[src/rtl/mux4_rr_arbiter.sv]
// Round-robin arbiter that shares one bit-serial output among four requesters.
// Bursts are capped at MAX_BURST, and every release is followed by one IDLE cycle.
module mux4_rr_arbiter #(
  parameter int MAX_BURST = 4,
  parameter int CNT_W     = 2
) (
  input  logic       clk,
  input  logic       rst,
  input  logic [3:0] req,
  input  logic [3:0] d,
  input  logic       out_ready,
  output logic [3:0] gnt,
  output logic       s1,
  output logic       s0,
  output logic       out_data,
  output logic       out_valid,
  output logic [3:0] ack,
  output logic       busy
);

  typedef enum logic {IDLE = 1'b0, GRANT = 1'b1} state_t;

  state_t           state, state_nxt;
  logic [1:0]       cur, ptr, win, idx;
  logic [CNT_W-1:0] cnt;
  logic             xfer, cnt_last, rel;
  logic             m01, m23;

  // Pick the first requester at or after ptr, wrapping modulo 4.
  always_comb begin
    win = ptr;
    idx = ptr;
    for (int i = 3; i >= 0; i--) begin
      idx = ptr + 2'(i);
      if (req[idx]) win = idx;
    end
  end

  // Handshake: a bit moves when out_valid and out_ready are both high at a rising edge;
  // out_valid only reflects req[cur] and never waits on out_ready.
  assign busy      = (state == GRANT);
  assign out_valid = busy & req[cur];
  assign xfer      = out_valid & out_ready;
  assign cnt_last  = (cnt == CNT_W'(MAX_BURST - 1));
  assign rel       = busy & (~req[cur] | (xfer & cnt_last));

  // Two-level mux cell: s1 picks within each pair, s0 picks between the pairs.
  assign m01      = s1 ? d[1] : d[0];
  assign m23      = s1 ? d[3] : d[2];
  assign out_data = s0 ? m23 : m01;

  always_ff @(posedge clk or posedge rst) begin
    if (rst) state <= IDLE;
    else     state <= state_nxt;
  end

  always_comb begin
    state_nxt = state;
    case (state)
      IDLE:    if (|req) state_nxt = GRANT;
      GRANT:   if (rel)  state_nxt = IDLE;
      default: state_nxt = IDLE;
    endcase
  end

  always_comb begin
    ack = 4'b0000;
    if (xfer) ack = 4'b0001 << cur;
  end

  // Selects deliberately hold through IDLE so out_data keeps following the last winner.
  always_ff @(posedge clk or posedge rst) begin
    if (rst) begin
      cur <= 2'd0;
      ptr <= 2'd0;
      cnt <= '0;
      gnt <= 4'b0000;
      s1  <= 1'b0;
      s0  <= 1'b0;
    end else begin
      case (state)
        IDLE: begin
          if (|req) begin
            cur <= win;
            gnt <= 4'b0001 << win;
            s0  <= win[1];
            s1  <= win[0];
            cnt <= '0;
          end
        end
        GRANT: begin
          if (rel) begin
            gnt <= 4'b0000;
            ptr <= cur + 2'd1;
            cnt <= '0;
          end else if (xfer) begin
            cnt <= cnt + CNT_W'(1);
          end
        end
        default: ;
      endcase
    end
  end

endmodule
[config.mk]
export PLATFORM = sky130hd
export DESIGN_NAME = mux4_rr_arbiter
export DESIGN_NICKNAME = d
export VERILOG_FILES = /design/src/rtl/mux4_rr_arbiter.sv
export SDC_FILE = /design/constraint.sdc
export NUM_CORES = 1
export LEC_CHECK = 0
export CAP_MARGIN = 20
export CORE_UTILIZATION = 44
export DETAILED_ROUTE_END_ITERATION = 12
export PLACE_DENSITY_LB_ADDON = 0.1
export SETUP_SLACK_MARGIN = 0.05
export SYNTH_ARGS = -nofsm -noshare
export SYNTH_HDL_FRONTEND = slang
export SYNTH_SLANG_ARGS = --single-unit
export TNS_END_PERCENT = 10
[constraint.sdc]
create_clock -name clk -period 2 [get_ports clk]
set_input_delay 0.3 -clock clk [delete_from_list [all_inputs] [get_ports clk]]
set_output_delay 0.3 -clock clk [all_outputs]
set_load 0.02 [all_outputs]
# Word level (Yosys, flattened, before mapping)
# Index checks and enable logic that the tools add are counted.
dict set report op_classes {
  bitwise_logic 7
  eq_ne 4
  addsub 5
  reduce_logical 5
  order_cmp 5
  mux 28
  shifts 2
}
# operator n
set ops {}
lappend ops {{2-bit by 3-bit less-than comparator with 1-bit output, second input constant} 5}
lappend ops {{2-bit two-way mux} 7}
lappend ops {{4-bit two-way mux} 3}
lappend ops {{1-bit binary-select mux with 2-bit select} 5}
lappend ops {{1-bit two-way mux} 10}
lappend ops {{4-bit one-hot mux with 2 select lines} 1}
lappend ops {{2-bit AND reduction} 4}
lappend ops {{1-bit by 2-bit left shift with 4-bit output, first input constant} 2}
lappend ops {{2-bit by 1-bit adder with 2-bit output, second input constant} 3}
lappend ops {{2-bit adder, second input constant} 2}
lappend ops {{1-bit AND} 4}
lappend ops {{2-bit one-hot mux with 2 select lines} 1}
lappend ops {{4-bit OR reduction} 1}
lappend ops {{3-bit by 1-bit != test with 1-bit output, second input constant} 1}
lappend ops {{2-bit equality test, second input constant} 1}
lappend ops {{2-bit by 1-bit != test with 1-bit output, second input constant} 1}
lappend ops {{2-bit != test, second input constant} 1}
lappend ops {{1-bit NOT} 2}
lappend ops {{1-bit one-hot mux with 2 select lines} 1}
lappend ops {{1-bit bitwise OR} 1}
dict set report totals {
  reg_bits 13
  in_bits 11
}

# Logic depth before layout (Yosys ltp)
dict set report depth {
  ltp_word 10
  mapped_depth 5
  ltp_nobuf 5
}

# Least setup slack after synthesis
# Ideal clock, no wire load.
dict set report synth_timing {
  kind {register -> output}
  from {register cur[0]}
  to {output ack[0]}
  stages_incl_launch_ff 5
  t_arrival_ns 1.727
  required_ns 1.700
  slack_ns -0.027
  path_cell_list {dfrtp_1 -> mux4_2 -> and2_0 -> buf_2 -> and3_1}
}
dict set report synth_via {
  elab_chain_cells 5
  elab_cells_between_ends 6
  cone_classes {shift: 1; mux: 3; bitwise: 2}
}
# element line_no
set synth_lines {}
lappend synth_lines {{start: declaration} 24} ;# logic [1:0] cur, ptr, win, idx;
lappend synth_lines {{start signal: assignment} 84} ;# cur <= win;
lappend synth_lines {{1-bit binary-select mux with 2-bit select} 42} ;# assign out_valid = busy & req[cur];
lappend synth_lines {{1-bit two-way mux (implied by the code)} 42}
lappend synth_lines {{1-bit AND} 42}
lappend synth_lines {{named net out_valid} 16} ;# output logic out_valid,
lappend synth_lines {{1-bit AND} 43} ;# assign xfer = out_valid & out_ready;
lappend synth_lines {{4-bit two-way mux} 68} ;# if (xfer) ack = 4'b0001 << cur;
lappend synth_lines {{end: declaration} 17} ;# output logic [3:0] ack,
# The timed path passes the listed nets, and every way through them passes these cells. The select of a mux whose other input is x is not followed.

# Worst setup path in the final report
dict set report layout_timing {
  from {register cur[0]}
  to {output ack[1]}
}
dict set report layout_via {
  elab_chain_cells 5
  elab_cells_between_ends 6
  cone_classes {shift: 1; mux: 3; bitwise: 2}
}
# element line_no
set layout_lines {}
lappend layout_lines {{1-bit binary-select mux with 2-bit select} 42}
lappend layout_lines {{1-bit two-way mux (implied by the code)} 42}
lappend layout_lines {{1-bit AND} 42}
lappend layout_lines {{1-bit AND} 43}
lappend layout_lines {{4-bit two-way mux (*)} 68}
# Every way passes the cells marked *; elsewhere a longest branch is shown, timed or not. The select of a mux whose other input is x is not followed.

==> impl_metrics.yaml <==
yosys:
  synth.area.top_cells: "sky130_fd_sc_hd__dfrtp_1 37%, sky130_fd_sc_hd__ha_1 8.3%, sky130_fd_sc_hd__mux4_1 3.5%"
  syn-mean-instance-area_um2: 10.6
  yosysTopAreaCell: "sky130_fd_sc_hd__dfrtp_1"
  synth_enable_flop_cells: 0
  synth-seq-area-share_pct: 36.7
  synth_top_area_share_pct: 36.7
  yosys.cell_count.top_type: "sky130_fd_sc_hd__dfrtp_1"
  ys_ff_latch: 11
  synth_fp_nets: 87
  yosys_warnings: 0
  most_numerous_cell_types_in_the_synthesized_netlist: "11 x sky130_fd_sc_hd__dfrtp_1, 5 x sky130_fd_sc_hd__ha_1, 5 x sky130_fd_sc_hd__inv_1, 5 x sky130_fd_sc_hd__nand2_1"
  number_of_different_library_cells_in_the_post_synthesis_netlist: 33
  mappedNetlistArea_um2: 751
  synthFlopType: "sky130_fd_sc_hd__dfrtp_1"
  syn_inst: 71
  postSynth.asyncResetShare_pct: 100
clock_tree:
  tritoncts: "yes"
  numClockSinks: 11
  clk_transition_reported_paths_ns: 0.07
  cts_root_buf: "sky130_fd_sc_hd__clkbuf_4"
  clock_path_buffers: 2
  number_of_buffers_created_by_cts: 3
  cts_hold_buffers: 0
  insertion_delay_ns: 0.27
  cts_htree_levels: 1
routing:
  drt_pass1_iterations: 4
  drt_wl_total_mm: 1.71
  drcViolationCount: 0
  drt-initial-drc-count: 8
  vias_per_cell: 5.39
  ant_nets_after_route: 0
  wl_per_cell_um: 13.5
  routed-via-count: 685
final_layout:
  final_net_count: 128
  area_delta_synth_final_pct: 50.7
  layout-drive-gt1-share_pct: 31.5
  antenna_cells_inserted: 0
  final_cell_area_um2: 1130
  final_core_util_pct: 73.4
flow_run:
  max_cap_viol_count: 0
critical_path:
  regToRegEndpoint: "ptr[1]"
  setup.worst_path.start: "cur[0]"
  reg2reg_slack_ns: 0.15
  setup.worst_path.end_class: "output pin"
  critPathCapture: "ack[1]"
  worst-endpoint-required_ns: 1.70
  path_max_fanout: 5
  cp_data_arrival_time_ns: 1.64
  critPathKind: "register to output pin"
  critical_path.reg2reg.startpoint: "cur[0]"
  crit_path_start_kind: "register"
  reg2reg_depth: 5
global_routing:
  total_grt_usage_pct: 21.9
  grt_pass1_wl_mm: 3.11
  first_global_vias: 733
  overflow: 0
  antenna_violations_before_repair: 0
  largest_net_degree_at_the_start_of_global_routing: 12
power_and_ir_drop:
  static-leakage-power_nw: 0.543
  totalPowerFinal_mw: 1.56
  ir_worst_vdd_mv: 0.787
  pwr_density_cell_nw_per_um2: 1380
floorplan:
  floorplan.die_area_um2: 1880
  chipWidth_um: 43.3
  pin_count: 24
  num_rows: 14
  design.core.area_um2: 1540
  start_util_pct: 48.7
  die_h_um: 43.3
sta:
  unrepaired_setup_endpoints_after_global_routing: "yes"
  totalNegativeSetupSlack_ns: 0
  post-route-min-period_ns: 1.94
  min_period_over_period_pct: 96.8
  worst_slew_pin_slew_ns: 0.547
  clock_skew_ns: 0.00796
  max_slew_violations: 0
  finalSetupViolations: 0
  hold_viol_final: 0
  worst_slew_margin_rel_pct: 63.2
  max_clock_freq_mhz: 516
placement:
  port_bufs: 23
  placed_area_um2: 1090
  hpwlAfterDp_mm: 1.41
  globalplace.congestion: 0.769
run_status:
  run_status: "finished clean"
worst_hold_path:
  worstHoldPathType: "input pin to asynchronous set/reset pin"
## layer usage
metal  wire (µm)  vias to the layer above  track usage [%]
met1         762                      314             25.7
met2         820                       25             39.1
met3         105                        3             3.83
li1            -                      343                -
met5           0                        -                0
met4          22                        0             9.09
## layout make-up
type	instances	area (µm²)
clock buffers	4	26.3
fillers	119	410
inverters	5	18.8
multi-input cells	54	464
flip-flops and latches	11	277
well taps	16	20.0
repair buffers	37	325
## cells by family after synthesis
kind of cell	after synthesis	share of synthesized area, %
AOI/OAI and AO/OA	21	22.3
DFF	11	36.7
buffers and inverters	6	3.17
muxes	3	8.00
and+or+nand+nor	25	21.5
adders and majority gates	5	8.33
## worst max-delay path, stage by stage (launching register included)
cell and delay [ns]:
sky130_fd_sc_hd__dfrtp_2 0.37, sky130_fd_sc_hd__mux4_2 0.51, sky130_fd_sc_hd__and2_4 0.17, sky130_fd_sc_hd__and3_1 0.18
sky130_fd_sc_hd__buf_6 0.13
## timing repair
action / in CTS / in global routing
endpoints found under the setup margin: 6 / 6
resized for setup: 37 / 2
buffers inserted: 0 / 1
hold endpoints to repair: 0 / 0
pin swaps: 1 / 0
## where the power goes
part | internal (mW) | switching, mW | leakage (nW)
logic | 0.528 | 0.485 | 0.389
registers | 0.323 | 0.0726 | 0.139
clock network | 0.0773 | 0.0728 | 0.0150
total | 0.928 | 0.630 | 0.543
## stage by stage
stage	instances	setup WS [ns]	hold WS, ns
2_1_floorplan	71	0.0753	0.152
3_3_place_gp	122	-0.433	0.476
3_5_place_dp	122	-0.461	0.496
4_1_cts	126	0.0497	0.328
5_1_grt	127	0.00409	0.360
6_report	127	0.0639	0.309
## worst min path at each step
stage | start | to | slack [ns] | cells past startpoint
floorplan | rst | busy | 0.15 | 1
global placement | cnt[1] | cnt[1] | 0.48 | 2
detailed placement | gnt[1] | gnt[1] | 0.50 | 1
CTS | rst | cnt[0] | 0.33 | 2
global route | rst | cnt[0] | 0.36 | 2
finish | rst | cnt[0] | 0.31 | 2
## state kept, by name (all words and copies together) (netlist names)
name	flops
cnt	2
s0	1
busy	1
ptr	2
cur	1
gnt	4
## placed cells by master, fill, tap and decap left out, drive strengths merged
master          n
buf            19
clkdlybuf4s50  13
dfrtp          11
inv             5
nand2           5
ha              5
clkbuf          5
a21oi           4
o21ai           4
dlygate4sd2     4
and3            4
nand2b          3
nor2            3
o22a            2
or2b            2
a22o            2
o2bb2ai         2
a21boi          2
nor2b           2
mux4            2
nor3b           1
o22ai           1
or2             1
o21bai          1
or4             1
o31ai           1
a2bb2o          1
nor4            1
a21o            1
and2            1
nand3b          1
mux2            1
(Power assumes the default switching activity.)
